## src/rtl/tmds_mode_switch.sv

```systemverilog
// ----------------------------------------------------------------------------
// tmds_mode_switch
//
// Frame-aligned, glitch-free selector between the free-running HDMI and DVI
// TMDS encoder outputs. A change of mode_req must be seen on STABLE_FRAMES
// consecutive frame starts before the routed source changes. The change only
// takes effect on a frame start. It is followed by MUTE_FRAMES whole frames of
// BLANK_SYMBOL so the sink can re-lock cleanly.
//
// Optional feature macro: TMDS_MODE_SWITCH_COUNT_EN
//   When defined, adds the switch_count port: a saturating count of completed
//   switches.
//
// Ports
//   clk_pixel      in   pixel clock (only clock)
//   reset_n        in   synchronous active-low reset
//   mode_req       in   requested mode, 1 = DVI
//   frame_start    in   one-cycle pulse at the first pixel of a frame
//   tmds_hdmi      in   HDMI encoder symbols, 10 bits per channel
//   tmds_dvi       in   DVI encoder symbols, 10 bits per channel
//   tmds_channels  out  registered output symbols, 10 bits per channel
//   active_mode    out  mode currently routed, 1 = DVI
//   dbg_state      out  FSM state (0 ACTIVE, 1 PENDING, 2 MUTE) for debug
//   switching      out  high while a change is pending or muting
//   switch_count   out  completed switches, saturating at 255 (macro only)
// ----------------------------------------------------------------------------
module tmds_mode_switch #(
    parameter int          NUM_CHANNELS  = 3,
    parameter int          STABLE_FRAMES = 2,
    parameter int          MUTE_FRAMES   = 1,
    parameter bit          RESET_MODE    = 1'b0,
    parameter logic [9:0]  BLANK_SYMBOL  = 10'b1101010100
) (
    input  logic                      clk_pixel,
    input  logic                      reset_n,
    input  logic                      mode_req,
    input  logic                      frame_start,
    input  logic [10*NUM_CHANNELS-1:0] tmds_hdmi,
    input  logic [10*NUM_CHANNELS-1:0] tmds_dvi,
    output logic [10*NUM_CHANNELS-1:0] tmds_channels,
    output logic                      active_mode,
    output logic [1:0]                dbg_state,
    output logic                      switching
`ifdef TMDS_MODE_SWITCH_COUNT_EN
    ,
    output logic [7:0]                switch_count
`endif
);

    localparam int SW = $clog2(STABLE_FRAMES + 1);
    // A zero-width counter is illegal; MUTE_FRAMES=0 keeps a 1-bit counter
    // that is never loaded with anything but zero.
    localparam int MW = (MUTE_FRAMES > 0) ? $clog2(MUTE_FRAMES + 1) : 1;
    localparam int DW = 10 * NUM_CHANNELS;

    typedef enum logic [1:0] {
        ST_ACTIVE  = 2'd0,
        ST_PENDING = 2'd1,
        ST_MUTE    = 2'd2
    } state_t;

    state_t          state_q, state_d;
    logic            active_mode_q, active_mode_d;
    logic            target_q, target_d;
    logic [SW-1:0]   stable_cnt_q, stable_cnt_d;
    logic [MW-1:0]   mute_cnt_q, mute_cnt_d;
    logic [DW-1:0]   tmds_q, tmds_d;
    logic [SW-1:0]   new_cnt;
    logic            do_switch;
    logic [DW-1:0]   blank_all;

    assign blank_all = {NUM_CHANNELS{BLANK_SYMBOL}};

    always_comb begin
        state_d       = state_q;
        active_mode_d = active_mode_q;
        target_d      = target_q;
        mute_cnt_d    = mute_cnt_q;
        new_cnt       = stable_cnt_q;
        do_switch     = 1'b0;

        case (state_q)
            ST_ACTIVE: begin
                if (frame_start && (mode_req != active_mode_q)) begin
                    target_d = mode_req;
                    new_cnt  = SW'(1);
                    state_d  = ST_PENDING;
                    // With a one-frame debounce the first sighting is enough.
                    if (STABLE_FRAMES <= 1) begin
                        do_switch = 1'b1;
                    end
                end
            end
            ST_PENDING: begin
                if (frame_start) begin
                    if (mode_req == active_mode_q) begin
                        state_d = ST_ACTIVE;
                        new_cnt = '0;
                    end else if (mode_req != target_q) begin
                        // Only reachable if the mode is ever widened.
                        target_d = mode_req;
                        new_cnt  = SW'(1);
                        if (STABLE_FRAMES <= 1) begin
                            do_switch = 1'b1;
                        end
                    end else begin
                        new_cnt = stable_cnt_q + SW'(1);
                        if (int'(new_cnt) >= STABLE_FRAMES) begin
                            do_switch = 1'b1;
                        end
                    end
                end
            end
            ST_MUTE: begin
                // mode_req is deliberately ignored until back in ACTIVE.
                if (frame_start) begin
                    if (mute_cnt_q <= MW'(1)) begin
                        mute_cnt_d = '0;
                        state_d    = ST_ACTIVE;
                    end else begin
                        mute_cnt_d = mute_cnt_q - MW'(1);
                    end
                end
            end
            default: begin
                state_d = ST_ACTIVE;
                new_cnt = '0;
            end
        endcase

        stable_cnt_d = new_cnt;

        if (do_switch) begin
            active_mode_d = target_d;
            stable_cnt_d  = '0;
            if (MUTE_FRAMES > 0) begin
                state_d    = ST_MUTE;
                mute_cnt_d = MW'(MUTE_FRAMES);
            end else begin
                state_d = ST_ACTIVE;
            end
        end

        // Selection uses the next state so a decision on frame_start in
        // cycle N is visible at the registered output in cycle N+1.
        if (state_d == ST_MUTE) begin
            tmds_d = blank_all;
        end else if (active_mode_d) begin
            tmds_d = tmds_dvi;
        end else begin
            tmds_d = tmds_hdmi;
        end
    end

    always_ff @(posedge clk_pixel) begin
        if (!reset_n) begin
            state_q       <= ST_ACTIVE;
            active_mode_q <= RESET_MODE;
            target_q      <= RESET_MODE;
            stable_cnt_q  <= '0;
            mute_cnt_q    <= '0;
            tmds_q        <= blank_all;
        end else begin
            state_q       <= state_d;
            active_mode_q <= active_mode_d;
            target_q      <= target_d;
            stable_cnt_q  <= stable_cnt_d;
            mute_cnt_q    <= mute_cnt_d;
            tmds_q        <= tmds_d;
        end
    end

    assign tmds_channels = tmds_q;
    assign active_mode   = active_mode_q;
    assign dbg_state     = state_q;
    assign switching     = (state_q != ST_ACTIVE);

`ifdef TMDS_MODE_SWITCH_COUNT_EN
    logic [7:0] switch_count_q, switch_count_d;

    always_comb begin
        switch_count_d = switch_count_q;
        if ((active_mode_d != active_mode_q) && (switch_count_q != 8'hFF)) begin
            switch_count_d = switch_count_q + 8'd1;
        end
    end

    always_ff @(posedge clk_pixel) begin
        if (!reset_n) begin
            switch_count_q <= 8'd0;
        end else begin
            switch_count_q <= switch_count_d;
        end
    end

    assign switch_count = switch_count_q;
`endif

endmodule

```

## config.mk

```make
export PLATFORM = sky130hd
export DESIGN_NAME = tmds_mode_switch
export DESIGN_NICKNAME = d
export VERILOG_FILES = /design/src/rtl/tmds_mode_switch.sv
export SDC_FILE = /design/constraint.sdc
export NUM_CORES = 1
export LEC_CHECK = 0
export ABC_AREA = 1
export CELL_PAD_IN_SITES_DETAIL_PLACEMENT = 1
export CELL_PAD_IN_SITES_GLOBAL_PLACEMENT = 2
export CORE_ASPECT_RATIO = 0.9
export CORE_MARGIN = 4
export CORE_UTILIZATION = 18
export CTS_CLUSTER_DIAMETER = 40
export DETAILED_ROUTE_END_ITERATION = 8
export PLACE_DENSITY = 0.87
export SETUP_SLACK_MARGIN = 0.3
export SYNTH_ARGS = -nofsm -noshare
export SYNTH_HDL_FRONTEND = slang
export SYNTH_SLANG_ARGS = --single-unit
```

## constraint.sdc

```tcl
create_clock -name clk_pixel -period 1.5 [get_ports clk_pixel]
set_input_delay 0.15 -clock clk_pixel [delete_from_list [all_inputs] [get_ports clk_pixel]]
set_output_delay 0.15 -clock clk_pixel [all_outputs]
set_load 0.05 [all_outputs]
```

==> results of run 1 <==
[power by group]
| group | total, W | internal, W | switching (W) |
|---|---|---|---|
| Clock | 0.000730 | 0.000375 | 0.000354 |
| Combinational | 0.000815 | 0.000392 | 0.000423 |
| Sequential | 0.00103 | 0.00101 | 0.0000207 |
| Total | 0.00257 | 0.00178 | 0.000798 |
[cell type report]
| cell class | instances | area, sq um | area share (%) |
|---|---|---|---|
| clock buffers | 8 | 90.1 | 2.40 |
| inverters | 27 | 110 | 2.93 |
| multi-input cells | 159 | 1180 | 31.5 |
| flip-flops and latches | 36 | 736 | 19.6 |
| well taps | 119 | 149 | 3.97 |
| repair buffers | 145 | 1490 | 39.6 |
[Yosys cell counts, drive strengths merged]
cell type	n	area share, %
nand2	58	15
nand3	52	16
nor2	43	12
dfxtp	36	44
inv	26	5.9
buf	11	5.8
a21oi	2	0.61
clkinv	1	0.23
nor3b	1	0.45
nor4	1	0.38
o21ai	1	0.30
[sequential cells by signal (all words and copies together), names as in the netlist]
register / cells
dbg_state: 2
active_mode: 1
tmds_channels: 30
target_q: 1
stable_cnt_q: 2
[stage by stage]
| step | TNS [ns] | setup slack, ns | hold slack (ns) | power [W] |
|---|---|---|---|---|
| after floorplan | 0 | 0.105 | 0.263 | 0.00137 |
| after global placement | -8.73 | -0.317 | 0.451 | 0.00169 |
| after detailed placement | -11.45 | -0.379 | 0.481 | 0.00170 |
| after CTS | 0 | 0.0259 | 0.423 | 0.00254 |
| after global routing | -2.25 | -0.100 | 0.452 | 0.00271 |
| final | -0.0571 | -0.0272 | 0.442 | 0.00257 |
[final timing paths]
| kind | cells after the start | slack, ns | end |
|---|---|---|---|
| max | 10 | -0.03 | tmds_channels[27] |
| max reg2reg | 10 | -0.03 | tmds_channels[27] |
| min | 3 | 0.44 | tmds_channels[29] |
| min reg2reg | 2 | 0.48 | stable_cnt_q[1] |
[metal layers]
layer  global-route usage, %  vias to the layer above  wire [microns]
met5                       0                        -               0
met4                    4.08                        0              95
met3                    3.41                        6             450
met2                    23.8                       60            3920
met1                    14.8                      949            2960
li1                        -                     1009               -
[cell families after synthesis]
logic type             share of synthesized area, %
AOI/OAI and AO/OA                             0.909
buffers and inverters                          12.0
DFF                                            43.6
and+or+nand+nor                                43.5
[layout by cell type, fill, tap and decap left out, drive strengths merged]
master         instances
dfxtp                 36
bufbuf                 1
buf                   79
nand2                 59
dlygate4sd2            2
nor3b                  1
nand3                 52
nor4                   1
clkbuf                10
clkinv                 1
clkdlybuf4s50         61
nor2                  43
a21oi                  2
o21ai                  1
inv                   26
[worst reg2reg max path: cells and delay by family (launching register included)]
family	cells	cell delay, ns
buf+inv	2	0.32
simple gates	7	0.59
flops	1	0.39
compound gates	1	0.12
[repair_timing]
item / CTS / global route
pin swaps: 6 / 20
buffers inserted: 19 / 6
resized for setup: 61 / 66
setup endpoints to repair: 34 / 38
gates cloned: 5 / 2
==> impl_metrics.json, run 1 <==
{
  "synth_cell_types": 19,
  "setup_ws_ns": -0.0272,
  "dpl.hpwl_mm": 4.67,
  "slew_violations": 0,
  "grt_antenna_before_repair": 0,
  "grt_max_degree": 17,
  "violations": "setup timing",
  "timing.critical_path.buf_inv": 2,
  "worstSetupStartpoint": "active_mode",
  "io_buffers": 97,
  "routed_wl_mm": 7.43,
  "fp-row-count": 32,
  "synthesis.nets": 296,
  "setup_viol": 6,
  "start_util_pct": 18.8,
  "slew_headroom_pct": 85.2,
  "worstPathMaxFanout": 5,
  "gp_congestion": 0.761,
  "max_freq_mhz": 655,
  "ios": 98,
  "ys_warn_count": 0,
  "via_count": 2024,
  "insertedDiodeCount": 0,
  "min_path_type": "in2reg",
  "cts_tree": "yes",
  "required_ns": 1.68,
  "netlist_instances": 232,
  "drt_iter0_drc": 66,
  "critical_path_arrival_ns": 1.71,
  "ys_seq_area_share_pct": 43.6,
  "fp.coreArea_sq_mm": 0.00877,
  "layout.nets": 438,
  "grt_pass1_vias": 2208,
  "maxCapViolCount": 0,
  "via_per_inst": 4.10,
  "grt_pass1_wl_mm": 10.9,
  "fin_cells": 494,
  "drive_gt1_share_pct": 52.5,
  "synth_seq_cells": 36,
  "globalRouteOverflowTotal": 0,
  "clk_path_buf_depth": 2,
  "leakage_nw": 1.60,
  "hold_viol_final": 0,
  "grt_use_total_pct": 13.1,
  "cts.sinks": 36,
  "cp_cell_sequence": "inv_4, nand2_4, nand2_4, nor2_4, nand3_4, o21ai_4, nor2_4, bufbuf_16, nand2_1, nor2_1",
  "worst_slew_pin_slew_ns": 0.220,
  "holdBufCountCts": 0,
  "placed_area_sq_mm": 0.00280,
  "areaGrowthSynthToFinish_pct": 127,
  "dieWidth_microns": 109,
  "clock_skew_ns": 0.00491,
  "rsz0062_at_grt": "true",
  "r2r_start": "active_mode",
  "route.detailed.drc": 0,
  "slowest_delay_ns": 0.39,
  "nFillCells": 1005,
  "endpoint_kind": "flip-flop",
  "final_core_util_pct": 42.8,
  "status": "finished with violations",
  "cts-root-buf": "clkbuf_8",
  "vdd_drop_max_v": 0.000337,
  "h-tree-depth": 2,
  "avgSynthCellArea_sq_um": 7.12,
  "antenna_left": 0,
  "clock_latency_ns": 0.29,
  "wl_per_cell_microns": 15.0,
  "placedCellCount": 454,
  "numCtsBuffers": 5,
  "fin_crit_ns": 1.53,
  "cp_top_family": "simple AND/OR/NAND/NOR gates",
  "period_share_pct": 102,
  "power.density_mw_per_mm2": 686,
  "slowest_stage": "dfxtp_4",
  "hp-start": "tmds_hdmi[29]",
  "dr.pass1.iters": 4,
  "worst-setup-path-type": "reg2reg",
  "path_clk_slew_ns": 0.08,
  "die_h_microns": 98.9,
  "dieArea_sq_mm": 0.0108,
  "synth_area_sq_mm": 0.00165,
  "final_cell_area_sq_mm": 0.00375,
  "cp-start-kind": "flip-flop"
}
Note: power is estimated with default switching activity, not from simulation.
==> run 2, diff against run 1 <==
--- a/config.mk
+++ b/config.mk
@@ -11,8 +11,8 @@
 export CORE_ASPECT_RATIO = 0.9
 export CORE_MARGIN = 4
-export CORE_UTILIZATION = 18
+export CORE_UTILIZATION = 20
 export CTS_CLUSTER_DIAMETER = 40
 export DETAILED_ROUTE_END_ITERATION = 8
-export PLACE_DENSITY = 0.87
+export PLACE_DENSITY = 0.95
 export SETUP_SLACK_MARGIN = 0.3
 export SYNTH_ARGS = -nofsm -noshare
==> constraint.sdc (replaced) <==
create_clock -name clk_pixel -period 1.8 [get_ports clk_pixel]
set_input_delay 0.36 -clock clk_pixel [delete_from_list [all_inputs] [get_ports clk_pixel]]
set_output_delay 0.36 -clock clk_pixel [all_outputs]
set_load 0.05 [all_outputs]
==> run 2 against run 1 <==
The run now ends clean. Sequential power decreased by 17%. Die area decreased by 9.2%. Register-to-register slack improved by 0.33 ns. Total power decreased by 21%. Via count decreased by 2.8%. Clock-buffer cell count decreased by 3. First-iteration DRC count decreased by 76%. Clock skew about the same. Global-route usage decreased by 0.68 points. Clock power decreased by 18%. Largest power group unchanged.
==> impl_metrics.json, run 2 (same netlist as run 1, synthesis figures left out) <==
{
  "leakage_nw": 1.44,
  "met2_usage_pct": 22.9,
  "swShare_pct": 32.2,
  "maxCapViolCount": 0,
  "drt_iter0_drc": 16,
  "wl_per_cell_microns": 14.1,
  "slew_violations": 0,
  "required_ns": 1.99,
  "fp.coreArea_sq_mm": 0.00803,
  "reg2reg_slack_ns": 0.30,
  "max_freq_mhz": 667,
  "holdPathStages": 2,
  "dr.pass1.iters": 4,
  "min_path_type": "reg2reg",
  "io_buffers": 97,
  "areaGrowthSynthToFinish_pct": 95.6,
  "slowest_stage": "dfxtp_4",
  "cp-start-kind": "flip-flop",
  "grt_use_total_pct": 12.5,
  "timing.critical_path.buf_inv": 1,
  "switching_power_w": 0.000652,
  "grt_pass1_vias": 2040,
  "routed_wl_mm": 6.48,
  "path_clk_slew_ns": 0.08,
  "worstPathMaxFanout": 15,
  "hold_viol_final": 0,
  "gr-usage-met3_pct": 4.12,
  "layout_common_cells": "clkdlybuf4s50_1, buf_4, nand2_1, nand3_1, dfxtp_1",
  "worst-setup-path-type": "reg2reg",
  "slew_headroom_pct": 67.9,
  "cts-root-buf": "clkbuf_8",
  "setup_viol": 0,
  "final_cell_area_sq_mm": 0.00323,
  "cp_cell_sequence": "nor2_4, inv_2, nor2_4, nand3_4, nand2_1, nand2_8, nor2_1, nor2_1",
  "met1_usage_pct": 13.7,
  "cts_tree": "yes",
  "antenna_left": 0,
  "internal-power_w": 0.00137,
  "h-tree-depth": 2,
  "grt_max_degree": 26,
  "rr_worst_depth": 8,
  "grt-busiest-layer": "met2",
  "gp_congestion": 0.835,
  "rr_endpoint": "tmds_channels[5]",
  "rsz0062_at_grt": "true",
  "clk_path_buf_depth": 2,
  "combPwrFrac_pct": 28.2,
  "via_per_inst": 4.29,
  "mostFrequentLayoutCell": "clkdlybuf4s50_1",
  "status": "finished, final reports clean",
  "largest_reg_flops": 30,
  "r2r_start": "dbg_state[1]",
  "dieArea_sq_mm": 0.00978,
  "power.density_mw_per_mm2": 627,
  "holdBufCountCts": 0,
  "globalRouteOverflowTotal": 0,
  "tns_ns": 0,
  "start_util_pct": 20.6,
  "placed_area_sq_mm": 0.00275,
  "dieWidth_microns": 104,
  "worst_slew_pin_slew_ns": 0.484,
  "drive_gt1_share_pct": 36.9,
  "grt_antenna_before_repair": 0,
  "nFillCells": 995,
  "clock_skew_ns": 0.00455,
  "hp-start": "stable_cnt_q[1]",
  "cts.sinks": 36,
  "fin_crit_ns": 1.50,
  "fp-row-count": 31,
  "route.detailed.drc": 0,
  "layout.nets": 423,
  "worstSetupStartpoint": "dbg_state[1]",
  "hold_end": "stable_cnt_q[1]",
  "via_count": 1967,
  "numCtsBuffers": 5,
  "endpoint_kind": "flip-flop",
  "critical_path_arrival_ns": 1.69,
  "clock_latency_ns": 0.29,
  "period_share_pct": 83.3,
  "cp_top_family": "simple AND/OR/NAND/NOR gates",
  "grt_pass1_wl_mm": 9.78,
  "dpl.hpwl_mm": 4.53,
  "seqPwrFrac_pct": 42.3,
  "die_h_microns": 94.2,
  "vdd_drop_max_v": 0.000199,
  "ios": 98,
  "slowest_delay_ns": 0.38,
  "insertedDiodeCount": 0,
  "p_clk_share_pct": 29.5
}
[run 2: cell types whose count changed in the layout (fill, tap and decap cells not counted), moves of 3 or more]
| cell | delta |
|---|---|
| buf_6 | -11 |
| nand2_1 | +28 |
| nand2_2 | -21 |
| nand2_4 | -6 |
| nand3_1 | +15 |
| nand3_2 | -11 |
| nand3_4 | -4 |
| nor2_4 | -3 |
[run 2: stage by stage]
stage	hold WS [ns]	std cells	power (W)	utilization, %	worst slack, ns
floorplan	0.438	232	0.00114	-	0.313
global placement	0.452	434	0.00140	34.2	-0.182
detailed placement	0.457	434	0.00141	34.2	-0.263
CTS	0.464	451	0.00203	37.4	0.284
global route	0.516	459	0.00214	40.2	0.237
finish	0.495	459	0.00203	40.2	0.300
[run 2: timing repair]
action | 4_1_cts | 5_1_grt
pin swaps | 9 | 22
setup endpoints to repair | 34 | 33
buffers inserted | 7 | 6
resized for setup | 20 | 40
gates cloned | 2 | 2
[run 2: power by group through the flow]
stage	clock, W	combinational [W]	sequential (W)
after CTS	0.000627	0.000548	0.000858
after global placement	0	0.000523	0.000877
after detailed placement	0	0.000531	0.000877
after floorplan	0	0.000115	0.00103
after global routing	0.000661	0.000612	0.000863
final	0.000599	0.000571	0.000856
[run 2: layout make-up]
type | instances | area (sq um) | area share (%)
Timing Repair Buffer | 130 | 1260 | 38.9
Multi-Input combinational cell | 159 | 918 | 28.4
Sequential cell | 36 | 736 | 22.8
Tap cell | 99 | 124 | 3.83
Inverter | 27 | 109 | 3.37
Clock buffer | 5 | 68.8 | 2.13
Clock inverter | 3 | 18.8 | 0.581
[run 2: worst max-delay path by stage]
stage / to / depth (start not counted) / slack (ns)
CTS: tmds_channels[7] / 10 / 0.28
floorplan: tmds_channels[10] / 10 / 0.31
global route: tmds_channels[5] / 9 / 0.24
global placement: tmds_channels[17] / 11 / -0.18
detailed placement: tmds_channels[18] / 10 / -0.26
finish: tmds_channels[5] / 8 / 0.30
[run 2: layer usage]
metal	part of all wire (%)	vias up
met5	0	-
met3	7.2	7
met2	52	63
li1	-	981
met4	1.1	0
met1	40	916
[run 2: worst register-to-register path: cells and delay by family, from the launching register on]
family        cells  cell delay, ns
buf+inv           1            0.07
simple gates      7            0.96
flops             1            0.38
